[config.mk]
export PLATFORM = sky130hd
export DESIGN_NAME = hamming_secded_shiftreg
export DESIGN_NICKNAME = d
export VERILOG_FILES = /design/src/rtl/hamming_secded_shiftreg.sv
export SDC_FILE = /design/constraint.sdc
export NUM_CORES = 1
export LEC_CHECK = 0
export ABC_AREA = 1
export CORE_ASPECT_RATIO = 0.9
export CORE_UTILIZATION = 35
export CTS_BUF_LIST = sky130_fd_sc_hd__clkbuf_16
export DETAILED_ROUTE_END_ITERATION = 16
export DONT_BUFFER_PORTS = 1
export GPL_TIMING_DRIVEN = 0
export SKIP_LAST_GASP = 1
export SLEW_MARGIN = 30
export SYNTH_ARGS = -nofsm -noshare
export SYNTH_HDL_FRONTEND = slang
export SYNTH_SLANG_ARGS = --single-unit
[constraint.sdc]
create_clock -name clk -period 5.96 [get_ports clk]
set_clock_uncertainty 0.15 [all_clocks]
set_input_delay 0.596 -clock clk [delete_from_list [all_inputs] [get_ports clk]]
set_output_delay 0.596 -clock clk [all_outputs]
set_load 0.02 [all_outputs]
[src/rtl/hamming_secded_shiftreg.sv]
// hamming_secded_shiftreg: shift/load register stored as SECDED (8,4) codewords, one per nibble,
// with a background scrubber that writes back single-bit corrections and counts errors.
//
// Ports:
//   clk, rst                 clock and synchronous active-high reset
//   enable, mode, load       shift/load step control (00 SISO right, 01 SISO left, 10 PISO, 11 PIPO)
//   serial_in, parallel_in   step data inputs
//   serial_out               data bit 0 in modes 00/10, data bit WIDTH-1 in modes 01/11
//   parallel_out             corrected view of stored data (combinational)
//   scrub_req                start one scrub pass (IDLE and enable=0 only)
//   scrub_busy, scrub_done   pass running / one-cycle completion pulse
//   sec_count, ded_count     saturating corrected / uncorrectable counts from scrubbing
//   ded_flag                 sticky uncorrectable-error flag
//   clr_stats                clears counters and ded_flag
//
// Optional: define HAMMING_ERR_INJ_EN to add inj_valid, inj_data_mask and inj_chk_mask, which XOR
// error masks into storage while idle. Check bits of block i sit at 4i..4i+3 as p1, p2, p3, p0.
module hamming_secded_shiftreg #(
  parameter int unsigned WIDTH = 8,
  parameter int unsigned CNT_W = 8
) (
  input  logic                 clk,
  input  logic                 rst,
  input  logic                 enable,
  input  logic [1:0]           mode,
  input  logic                 load,
  input  logic                 serial_in,
  input  logic [WIDTH-1:0]     parallel_in,
  output logic                 serial_out,
  output logic [WIDTH-1:0]     parallel_out,
  input  logic                 scrub_req,
  output logic                 scrub_busy,
  output logic                 scrub_done,
  output logic [CNT_W-1:0]     sec_count,
  output logic [CNT_W-1:0]     ded_count,
  output logic                 ded_flag,
`ifdef HAMMING_ERR_INJ_EN
  input  logic                 inj_valid,
  input  logic [WIDTH-1:0]     inj_data_mask,
  input  logic [WIDTH-1:0]     inj_chk_mask,
`endif
  input  logic                 clr_stats
);

  localparam int unsigned BLOCKS = WIDTH / 4;
  localparam int unsigned IdxW   = (BLOCKS > 1) ? $clog2(BLOCKS) : 1;

  typedef enum logic [1:0] {StIdle, StScan, StDone} state_e;

  // Check nibble layout: [0]=p1, [1]=p2, [2]=p3, [3]=p0 (overall parity).
  function automatic logic [3:0] encode(input logic [3:0] d);
    logic p1, p2, p3;
    p1 = d[0] ^ d[2] ^ d[3];
    p2 = d[0] ^ d[1] ^ d[3];
    p3 = d[0] ^ d[1] ^ d[2];
    return {(^d) ^ p1 ^ p2 ^ p3, p3, p2, p1};
  endfunction

  // Returns {single, double, data}. Data is corrected only for a single error; an error in a
  // check bit needs no data flip, and check bits are always re-encoded on write-back.
  function automatic logic [5:0] decode(input logic [3:0] d, input logic [3:0] c);
    logic [2:0] syn;
    logic       q;
    logic [3:0] flip;
    syn[0] = c[0] ^ d[3] ^ d[2] ^ d[0];
    syn[1] = c[1] ^ d[3] ^ d[1] ^ d[0];
    syn[2] = c[2] ^ d[2] ^ d[1] ^ d[0];
    q      = c[3] ^ (^d) ^ c[0] ^ c[1] ^ c[2];
    case (syn)
      3'b101:  flip = 4'b0100;
      3'b111:  flip = 4'b0001;
      3'b011:  flip = 4'b1000;
      3'b110:  flip = 4'b0010;
      default: flip = 4'b0000;
    endcase
    return {q, ~q & (|syn), q ? (d ^ flip) : d};
  endfunction

  logic [WIDTH-1:0] data_q, data_d;
  logic [WIDTH-1:0] chk_q, chk_d;
  state_e           state_q, state_d;
  logic [IdxW-1:0]  idx_q, idx_d;
  logic [CNT_W-1:0] sec_q, sec_d, ded_q, ded_d;
  logic             flag_q, flag_d;

  logic [WIDTH-1:0]  corr_data;
  logic [BLOCKS-1:0] blk_single, blk_double;
  logic [WIDTH-1:0]  step_data;
  logic              sec_inc, ded_inc;

  always_comb begin
    corr_data  = data_q;
    blk_single = '0;
    blk_double = '0;
    for (int unsigned b = 0; b < BLOCKS; b++) begin
      {blk_single[b], blk_double[b], corr_data[4*b +: 4]} =
          decode(data_q[4*b +: 4], chk_q[4*b +: 4]);
    end
  end

  assign parallel_out = corr_data;
  assign serial_out   = mode[0] ? data_q[WIDTH-1] : data_q[0];
  assign scrub_busy   = (state_q != StIdle);
  assign scrub_done   = (state_q == StDone);
  assign sec_count    = sec_q;
  assign ded_count    = ded_q;
  assign ded_flag     = flag_q;

  // Steps shift the corrected view, so a latent single error never propagates.
  always_comb begin
    step_data = corr_data;
    unique case (mode)
      2'b00: step_data = {serial_in, corr_data[WIDTH-1:1]};
      2'b01: step_data = {corr_data[WIDTH-2:0], serial_in};
      2'b10: step_data = load ? parallel_in : {1'b0, corr_data[WIDTH-1:1]};
      2'b11: step_data = load ? parallel_in : corr_data;
      default: step_data = corr_data;
    endcase
  end

  always_comb begin
    state_d = state_q;
    idx_d   = idx_q;
    data_d  = data_q;
    chk_d   = chk_q;
    sec_inc = 1'b0;
    ded_inc = 1'b0;
    if (enable) begin
      // A step aborts any pass in flight; that cycle's scrub result is discarded.
      data_d  = step_data;
      for (int unsigned b = 0; b < BLOCKS; b++) begin
        chk_d[4*b +: 4] = encode(step_data[4*b +: 4]);
      end
      state_d = StIdle;
      idx_d   = '0;
    end else begin
      unique case (state_q)
        StIdle: begin
          if (scrub_req) begin
            state_d = StScan;
            idx_d   = '0;
          end
        end
        StScan: begin
          for (int unsigned b = 0; b < BLOCKS; b++) begin
            if (idx_q == IdxW'(b)) begin
              if (blk_single[b]) begin
                data_d[4*b +: 4] = corr_data[4*b +: 4];
                chk_d[4*b +: 4]  = encode(corr_data[4*b +: 4]);
                sec_inc          = 1'b1;
              end else if (blk_double[b]) begin
                ded_inc = 1'b1;
              end
            end
          end
          if (idx_q == IdxW'(BLOCKS - 1)) begin
            state_d = StDone;
          end else begin
            idx_d = idx_q + 1'b1;
          end
        end
        StDone: state_d = StIdle;
        default: state_d = StIdle;
      endcase
`ifdef HAMMING_ERR_INJ_EN
      if (inj_valid && (state_q == StIdle)) begin
        data_d = data_q ^ inj_data_mask;
        chk_d  = chk_q ^ inj_chk_mask;
      end
`endif
    end
  end

  always_comb begin
    sec_d  = sec_q;
    ded_d  = ded_q;
    flag_d = flag_q;
    if (clr_stats) begin
      sec_d  = '0;
      ded_d  = '0;
      flag_d = 1'b0;
    end else begin
      if (sec_inc && !(&sec_q)) sec_d = sec_q + 1'b1;
      if (ded_inc && !(&ded_q)) ded_d = ded_q + 1'b1;
      if (ded_inc)              flag_d = 1'b1;
    end
  end

  always_ff @(posedge clk) begin
    if (rst) begin
      data_q  <= '0;
      chk_q   <= '0;
      state_q <= StIdle;
      idx_q   <= '0;
      sec_q   <= '0;
      ded_q   <= '0;
      flag_q  <= 1'b0;
    end else begin
      data_q  <= data_d;
      chk_q   <= chk_d;
      state_q <= state_d;
      idx_q   <= idx_d;
      sec_q   <= sec_d;
      ded_q   <= ded_d;
      flag_q  <= flag_d;
    end
  end

endmodule

==> results of run 1 <==
## area by class of cell
type | instances | share of cell area (%)
multi-input combinational | 439 | 60.9
sequential | 36 | 19.7
inverter | 83 | 8.63
tap | 122 | 4.18
clock buffer | 5 | 3.42
buffer | 14 | 2.02
clock inverter | 3 | 1.16
## layout by cell type (no fill, tap or decap), drive strengths merged
cell | netlist | final
clkbuf | 5 | 10
buf | 9 | 9
o211ai | 2 | 2
bufinv | 0 | 1
o32ai | 1 | 1
nor4 | 3 | 3
a31oi | 5 | 5
xor2 | 15 | 15
o31ai | 1 | 1
nor2 | 42 | 42
clkinvlp | 0 | 1
nand4 | 11 | 11
xnor2 | 8 | 8
nor3 | 7 | 7
dfxtp | 36 | 36
a22oi | 1 | 1
clkinv | 3 | 4
o22ai | 3 | 3
or2 | 11 | 11
a21oi | 24 | 24
nor3b | 1 | 1
ha | 2 | 2
nand2 | 201 | 201
inv | 80 | 80
o21a | 2 | 2
nand3b | 3 | 3
o21ai | 33 | 33
nand3 | 63 | 63
## power breakdown
group	internal (uW)	leakage (uW)	switching (uW)	total [uW]
Clock	196	0.0000798	102	298
Combinational	412	0.00135	1030	1440
Sequential	271	0.000293	25.4	296
Total	879	0.00172	1150	2030
## logic make-up (layout without fill, tap and decap cells)
family                   after synthesis  in the layout
AND/OR/NAND/NOR                      342            342
buffers and inverters                 97            105
AO/OA/AOI/OAI                         72             72
flip-flops                            36             36
XOR/XNOR                              23             23
adder cells (fa/ha/maj)                2              2
## registers in the layout (all words and copies together) (netlist names)
register / flops
data_q: 8
chk_q: 8
ded_count: 8
state_q: 2
idx_q: 1
ded_flag: 1
sec_count: 8
## worst min-delay path by stage
| stage | to | slack [ns] | cells past startpoint |
|---|---|---|---|
| detailed placement | idx_q$_SDFFE_PP0P_ | 0.35 | 2 |
| global route | state_q[0]$_SDFFE_PP0P_ | 0.38 | 2 |
| global placement | idx_q$_SDFFE_PP0P_ | 0.33 | 2 |
| floorplan | idx_q$_SDFFE_PP0P_ | 0.32 | 2 |
| finish | idx_q$_SDFFE_PP0P_ | 0.37 | 2 |
| CTS | state_q[0]$_SDFFE_PP0P_ | 0.35 | 2 |
## critical path, delay by kind of cell, from the launching register on
| family | cells | cell delay, ns |
|---|---|---|
| simple gates | 9 | 0.82 |
| flops | 1 | 0.30 |
| buf+inv | 5 | 0.71 |
## through the flow
| stage | setup WS [ns] | total power (uW) |
|---|---|---|
| 4_1_cts | 3.10 | 2030 |
| 3_3_place_gp | 3.20 | 1700 |
| 5_1_grt | 2.83 | 2230 |
| 2_1_floorplan | 3.66 | 1430 |
| 6_report | 3.11 | 2030 |
| 3_5_place_dp | 3.15 | 1730 |
## per-layer routing
metal	up-vias	routed length, um	track usage (%)
li1	1839	-	-
met1	1586	4180	24.3
met2	126	3800	30.6
met3	13	700	3.45
met4	0	129	4.81
met5	-	0	0
==> tab_implementation.tex, run 1 <==
\begin{tabular}{lr}
\hline
Metric & Value \\
\hline
\multicolumn{2}{l}{\textbf{Cells and area}} \\
\quad Nets & between 500 and 600 \\
\quad Final Cell Area & 3650 um2 \\
\quad Register Area & between 700 and 800 um2 \\
\quad Antenna Cells & 0 \\
\quad Number of standard cells in the final layout excluding fillers & between 700 and 800 \\
\quad Share of the core filled with cells in the final layout & 39.9\% \\
\quad Filler cell count in the final layout & 989 \\
\quad Area overhead of the layout relative to synthesis & 9.61\% \\
\quad Proportion of layout cells with a drive suffix above 1 & 12.1\% \\
\quad Area used by multi-input combinational logic & 2220 um2 \\
\multicolumn{2}{l}{\textbf{Global route}} \\
\quad Global-route wire length before repair & 14,800 um \\
\quad Vias in the first global route & 3,247 \\
\quad Grt total ovfl & 0 \\
\quad Largest net degree at the start of global routing & 13 \\
\quad Global-route usage over all layers & 18.3\% \\
\quad Number of antenna violations at the first check in global routing & 0 \\
\multicolumn{2}{l}{\textbf{CTS}} \\
\quad TritonCTS buffer count & 5 \\
\quad Post-CTS Hold Buffers & 0 \\
\quad Clock latency on the worst-skew pair & around 0.27 ns \\
\quad Clock tree root driver cell & sky130\_fd\_sc\_hd\_\_clkbuf\_16 \\
\quad Sink Count & 36 \\
\quad Worst-path clk slew & 0.06 ns \\
\quad H-Tree Level Count & 2 \\
\quad Number of setup buffers added after CTS & 0 \\
\quad Resized cells post-CTS & 0 \\
\quad Clock tree from TritonCTS & done \\
\quad Maximum count of clock buffers along a single path & 2 \\
\multicolumn{2}{l}{\textbf{Critical path}} \\
\quad CP peak stage delay & around 0.30 ns \\
\quad Cells traversed along the worst timing path & buf\_4, inv\_1, nand2\_1, nand2\_1, nand2\_1, nand3\_1, nand2\_1, inv\_1, nand2\_1, nand2\_2, inv\_2, nand2\_1, nand2\_2, inv\_1 \\
\quad Critical path required time & 5.21 ns \\
\quad Register-to-register path setup slack & 3.13 ns \\
\quad Largest driver fanout on the critical path & 7 \\
\quad Critical Path Source & data\_q[2]\$\_SDFFE\_PP0P\_ \\
\quad Kind of start point of the critical path & register \\
\quad Number of cell instances on the worst register-to-register path & 21 \\
\quad Kind of end point of the critical path & primary output \\
\quad Worst-path cell with the longest stage delay & sky130\_fd\_sc\_hd\_\_dfxtp\_1 \\
\quad Critical path class & register to primary output \\
\quad Capture point of the worst path & parallel\_out[3] \\
\quad Data arrival time at the worst-slack endpoint & between 2 and 2.5 ns \\
\quad CP dominant cell by count & sky130\_fd\_sc\_hd\_\_nand2\_1 \\
\quad Reg-to-reg critical path endpoint & chk\_q[6]\$\_SDFFE\_PP0P\_ \\
\quad Startpoint of the lowest-slack register-to-register path & data\_q[2]\$\_SDFFE\_PP0P\_ \\
\multicolumn{2}{l}{\textbf{Drt}} \\
\quad DRC violation total after the first TritonRoute iteration & between 200 and 250 \\
\quad Vias after detailed routing & approximately 3,600 \\
\quad Average wire per cell in the routed design & 12.5 um \\
\quad Post-route DRC violation count & 0 \\
\quad Number of iterations in the first detailed-routing pass & 5 \\
\quad Routed Wire Length & between 8000 and 9000 um \\
\quad Detail-routed via count per cell & 5.08 \\
\quad Antenna Nets Post-Route & 0 \\
\multicolumn{2}{l}{\textbf{Timing}} \\
\quad Hold Worst Slack & between 0.3 and 0.4 ns \\
\quad Final period demand of the worst path & 2.85 ns \\
\quad Headroom to the max-slew limit & 53.3\% \\
\quad Final Slew Violations & 0 \\
\quad Max frequency & 351 MHz \\
\quad Hold Vio Cnt, Final & 0 \\
\quad RSZ-0062 raised after global routing & false \\
\quad Transition time at the pin with the least slew margin & 0.698 ns \\
\quad Final worst-path cycle share & 47.8\% \\
\quad Final setup violation count & 0 \\
\quad TNS Setup & 0 ns \\
\multicolumn{2}{l}{\textbf{Floorplanning}} \\
\quad Std-Cell Rows & 33 \\
\quad Die Wd & 105 um \\
\quad Area of the core & a little over 9000 um2 \\
\quad Die Footprint & 9920 um2 \\
\quad Starting density of the core & 36.4\% \\
\quad Ports placed on the boundary & 45 \\
\quad Die outline height & 94.6 um \\
\multicolumn{2}{l}{\textbf{Worst hold path}} \\
\quad Class of the most critical hold timing path & register to register \\
\quad Hold Path Origin & idx\_q\$\_SDFFE\_PP0P\_ \\
\multicolumn{2}{l}{\textbf{Yosys}} \\
\quad Flop and latch count out of synthesis & 36 \\
\quad Post-synthesis mux area share & 0\% \\
\quad Most instantiated library cell after synthesis & sky130\_fd\_sc\_hd\_\_nand2\_1 \\
\quad Main area contributors after synthesis & sky130\_fd\_sc\_hd\_\_dfxtp\_1 22\%, sky130\_fd\_sc\_hd\_\_nand2\_1 20\%, sky130\_fd\_sc\_hd\_\_nand3\_1 8.9\% \\
\quad Area fraction in compound gates after synthesis & 12.5\% \\
\quad Xor and xnor fraction of the mapped netlist area & 6.04\% \\
\quad Most frequently used flop master after synthesis & sky130\_fd\_sc\_hd\_\_dfxtp\_1 \\
\quad Area share of the leading cell type in the synthesized netlist & between 20\% and 30\% \\
\quad Synth cell count leaders & 181 x sky130\_fd\_sc\_hd\_\_nand2\_1, 71 x sky130\_fd\_sc\_hd\_\_inv\_1, 59 x sky130\_fd\_sc\_hd\_\_nand3\_1 \\
\quad Syn avg cell area & 5.83 um2 \\
\quad Area of the mapped netlist & approximately 3300 um2 \\
\quad Adder-cell share of the synthesized area & 0.751\% \\
\quad Number of enable-type register cells in the synthesized netlist & 0 \\
\quad Cells after Synth & 572 \\
\quad Netlist cell types & 46 \\
\quad Total nets after synthesis & roughly 600 \\
\quad Dominant combinational cell family by area after synthesis & simple AND/OR/NAND/NOR gates \\
\quad Proportion of synthesized flip-flops having asynchronous set or reset & 0\% \\
\quad Ys Warns & 0 \\
\quad Cell taking the most area after synthesis & sky130\_fd\_sc\_hd\_\_dfxtp\_1 \\
\quad Share of synthesized area occupied by flip-flops and latches & 21.6\% \\
\quad Simple-Gate Fraction of Synth Area & 47.4\% \\
\multicolumn{2}{l}{\textbf{Status}} \\
\quad Result of the run & complete, no violations \\
\multicolumn{2}{l}{\textbf{Placement}} \\
\quad HPWL after DPL & $\sim$7100 um \\
\quad Placed Instances & 694 \\
\quad Port buffer count & 0 \\
\quad Weighted congestion at the end of routability-driven global placement & 0.928 \\
\quad Area of placed instances & 3490 um2 \\
\multicolumn{2}{l}{\textbf{Pwr}} \\
\quad Worst vdd ir & between 0.4 and 0.5 mV \\
\quad Power per unit of standard cell area & 557 nW/um2 \\
\quad Leakage power & between 0.0015 and 0.002 uW \\
\multicolumn{2}{l}{\textbf{Run}} \\
\quad Max capacitance violation total & 0 \\
\hline
\end{tabular}
(Power assumes the default switching activity.)
==> run 2: changes to the inputs <==
==> constraint.sdc (replaced) <==
create_clock -name clk -period 2.31 [get_ports clk]
set_clock_uncertainty 0.15 [all_clocks]
set_input_delay 0.231 -clock clk [delete_from_list [all_inputs] [get_ports clk]]
set_output_delay 0.231 -clock clk [all_outputs]
set_load 0.02 [all_outputs]
==> run 2 against run 1 <==
  * The run now ends with negative setup slack left
  * Register-to-register slack got worse by 3.4 ns
  * First-iteration DRC count fell by 9.7%
  * Via count rose by 6.9%
  * Core utilization rose by 9.1 points
  * Global-route usage rose by 0.78 points
  * Flip-flop and latch count did not move
  * Largest power group unchanged
  * Highest routed layer unchanged
==> tab_implementation.tex, run 2 (same netlist as run 1, synthesis figures left out) <==
\begin{tabular}{lr}
\hline
Metric & Value \\
\hline
\multicolumn{2}{l}{\textbf{Status}} \\
\quad Result of the run & finished with violations \\
\quad Violations in the final reports & negative setup slack \\
\multicolumn{2}{l}{\textbf{Run}} \\
\quad Max capacitance violation total & 0 \\
\multicolumn{2}{l}{\textbf{Timing}} \\
\quad Final setup violation count & 22 \\
\quad Transition time at the pin with the least slew margin & slightly below 0.7 ns \\
\quad RSZ-0062 raised after global routing & true \\
\quad Final period demand of the worst path & 2.63 ns \\
\quad Hold Vio Cnt, Final & 0 \\
\quad Max frequency & 381 MHz \\
\quad Post-route worst setup slack & -0.317 ns \\
\quad Final Slew Violations & 0 \\
\quad Final worst-path cycle share & 114\% \\
\quad Headroom to the max-slew limit & 54.6\% \\
\quad TNS Setup & -3.08 ns \\
\multicolumn{2}{l}{\textbf{Critical path}} \\
\quad Number of buffer and inverter stages on the critical path & 5 \\
\quad Data arrival time at the worst-slack endpoint & 2.64 ns \\
\quad Register-to-register path setup slack & -0.32 ns \\
\quad Kind of start point of the critical path & register \\
\quad CP peak stage delay & 0.33 ns \\
\quad Critical path class & register to register \\
\quad Critical path required time & 2.32 ns \\
\quad Largest driver fanout on the critical path & 7 \\
\quad Worst-path cell with the longest stage delay & sky130\_fd\_sc\_hd\_\_dfxtp\_2 \\
\quad Kind of end point of the critical path & register \\
\quad Largest delay contributor family on the critical path & simple AND/OR/NAND/NOR gates \\
\quad CP dominant cell by count & sky130\_fd\_sc\_hd\_\_nand2\_4 \\
\quad Cells traversed along the worst timing path & buf\_8, buf\_6, xor2\_1, nand2\_1, nand2\_4, nand2\_4, inv\_4, nand3\_2, nand2\_2, nand2\_4, nand2\_4, clkinvlp\_4, nand2\_2, nand4\_1, buf\_4, o211ai\_1, a21oi\_1 \\
\multicolumn{2}{l}{\textbf{Pwr}} \\
\quad Portion of total power attributed to sequential cells & 11.2\% \\
\quad Sum of internal, switching and leakage power & 7200 uW \\
\quad Power per unit of standard cell area & 1610 nW/um2 \\
\quad Combinational fraction of design power & between 70 and 80\% \\
\quad P\_int & around 3300 uW \\
\quad Switching part of the total & 54.6\% \\
\quad Proportion of power drawn by the clock network & about a tenth \\
\quad Worst vdd ir & 1.57 mV \\
\quad Leakage power & 0.00204 uW \\
\quad Net Switching & around 3900 uW \\
\multicolumn{2}{l}{\textbf{CTS}} \\
\quad TritonCTS buffer count & 5 \\
\quad Clock tree root driver cell & sky130\_fd\_sc\_hd\_\_clkbuf\_16 \\
\quad Clock latency on the worst-skew pair & roughly 0.27 ns \\
\quad Clock tree from TritonCTS & done \\
\quad Sink Count & 36 \\
\quad Maximum count of clock buffers along a single path & 2 \\
\quad Worst-path clk slew & about 0.060 ns \\
\quad H-Tree Level Count & 2 \\
\multicolumn{2}{l}{\textbf{Global route}} \\
\quad Global-route usage over all layers & 19.1\% \\
\quad Vias in the first global route & 3,398 \\
\quad Largest net degree at the start of global routing & 13 \\
\quad Grt total ovfl & 0 \\
\quad Global-route wire length before repair & 15,500 um \\
\quad Number of antenna violations at the first check in global routing & 0 \\
\multicolumn{2}{l}{\textbf{Floorplanning}} \\
\quad Starting density of the core & 36.4\% \\
\quad Die outline height & around 95 um \\
\quad Std-Cell Rows & 33 \\
\quad Ports placed on the boundary & 45 \\
\quad Area of the core & 9170 um2 \\
\quad Die Wd & 105 um \\
\quad Die Footprint & 9920 um2 \\
\multicolumn{2}{l}{\textbf{Placement}} \\
\quad Placed Instances & 694 \\
\quad Weighted congestion at the end of routability-driven global placement & between 0.9 and 1 \\
\quad HPWL after DPL & 7090 um \\
\quad Area of placed instances & 3490 um2 \\
\quad Port buffer count & 0 \\
\multicolumn{2}{l}{\textbf{Drt}} \\
\quad Post-route DRC violation count & 0 \\
\quad Routed Wire Length & 9960 um \\
\quad Antenna Nets Post-Route & 0 \\
\quad Number of iterations in the first detailed-routing pass & 4 \\
\quad Detail-routed via count per cell & 5.18 \\
\quad DRC violation total after the first TritonRoute iteration & 223 \\
\quad Average wire per cell in the routed design & between 10 and 15 um \\
\quad Vias after detailed routing & 3,811 \\
\multicolumn{2}{l}{\textbf{Cells and area}} \\
\quad Nets & 632 \\
\quad Register Area & 737 um2 \\
\quad Commonest cells after routing, fill and taps aside & 140 x sky130\_fd\_sc\_hd\_\_nand2\_1, 59 x sky130\_fd\_sc\_hd\_\_inv\_1, 40 x sky130\_fd\_sc\_hd\_\_nand2\_2 \\
\quad Share of the core filled with cells in the final layout & 48.9\% \\
\quad Area used by multi-input combinational logic & 2680 um2 \\
\quad Final Cell Area & 4480 um2 \\
\quad Number of standard cells in the final layout excluding fillers & 736 \\
\quad Area overhead of the layout relative to synthesis & 34.5\% \\
\quad Filler cell count in the final layout & 904 \\
\quad Proportion of layout cells with a drive suffix above 1 & 34.0\% \\
\quad Commonest non-fill, non-tap cell in the layout & sky130\_fd\_sc\_hd\_\_nand2\_1 \\
\quad Antenna Cells & 0 \\
\multicolumn{2}{l}{\textbf{Worst hold path}} \\
\quad Class of the most critical hold timing path & input port to register \\
\hline
\end{tabular}
==> run 2: power by group through the flow <==
stage	registers, uW	logic (uW)	clock network (uW)
after floorplan	759	2940	0
after global placement	774	3610	0
after detailed placement	778	3680	0
after CTS	787	4650	777
after global routing	814	6080	810
final	804	5630	770
==> run 2: through the flow <==
step,hold WS (ns),setup slack [ns]
global route,0.0118,-0.452
floorplan,0.249,0.0128
global placement,0.274,-0.390
finish,0.0124,-0.317
detailed placement,0.279,-0.498
CTS,0.00694,-0.217
==> run 2: layer usage <==
| metal | track usage, % | vias to the layer above | part of all wire, % |
|---|---|---|---|
| met5 | 0 | - | 0 |
| met4 | 4.81 | 0 | 1.5 |
| met3 | 3.66 | 15 | 6.1 |
| met2 | 32.6 | 130 | 47 |
| met1 | 24.9 | 1752 | 45 |
| li1 | - | 1914 | - |
==> run 2: final cells by class <==
class                   count  area share, %
multi-input cells         439           59.8
plain buffers              13           2.09
clock inverters             3          0.949
inverters                  83           7.95
clock buffers               5           2.79
well taps                 122           3.40
repair buffers             35           6.53
flip-flops and latches     36           16.4
==> run 2: repair_timing <==
| action | in CTS | in global routing |
|---|---|---|
| hold endpoints to repair | 1 | 0 |
| setup buffers | 19 | 15 |
| gates resized for setup | 71 | 102 |
| pin swaps | 28 | 46 |
| hold buffers | 1 | 0 |
| gates cloned | 0 | 0 |
| endpoints found under the setup margin | 39 | 38 |
==> run 2: worst reg2reg max path, cell delays in order, from the launching register on <==
cell and delay (ns):
sky130_fd_sc_hd__dfxtp_2 0.33, sky130_fd_sc_hd__buf_8 0.15, sky130_fd_sc_hd__buf_6 0.12, sky130_fd_sc_hd__xor2_1 0.16, sky130_fd_sc_hd__nand2_1 0.11, sky130_fd_sc_hd__nand2_4 0.11, sky130_fd_sc_hd__nand2_4 0.07, sky130_fd_sc_hd__inv_4 0.07
sky130_fd_sc_hd__nand3_2 0.07, sky130_fd_sc_hd__nand2_2 0.09, sky130_fd_sc_hd__nand2_4 0.05, sky130_fd_sc_hd__nand2_4 0.07, sky130_fd_sc_hd__clkinvlp_4 0.21, sky130_fd_sc_hd__nand2_2 0.14, sky130_fd_sc_hd__nand4_1 0.17, sky130_fd_sc_hd__buf_4 0.19
sky130_fd_sc_hd__o211ai_1 0.16, sky130_fd_sc_hd__a21oi_1 0.10
==> run 2: path summary, 6_finish.rpt <==
kind | startpoint | to | cells past startpoint
hold reg to reg | idx_q$_SDFFE_PP0P_ | idx_q$_SDFFE_PP0P_ | 2
hold / removal | clr_stats | ded_count[0]$_SDFFE_PP0P_ | 3
setup reg to reg | data_q[0]$_SDFFE_PP0P_ | chk_q[4]$_SDFFE_PP0P_ | 17
setup / recovery | data_q[0]$_SDFFE_PP0P_ | chk_q[4]$_SDFFE_PP0P_ | 17
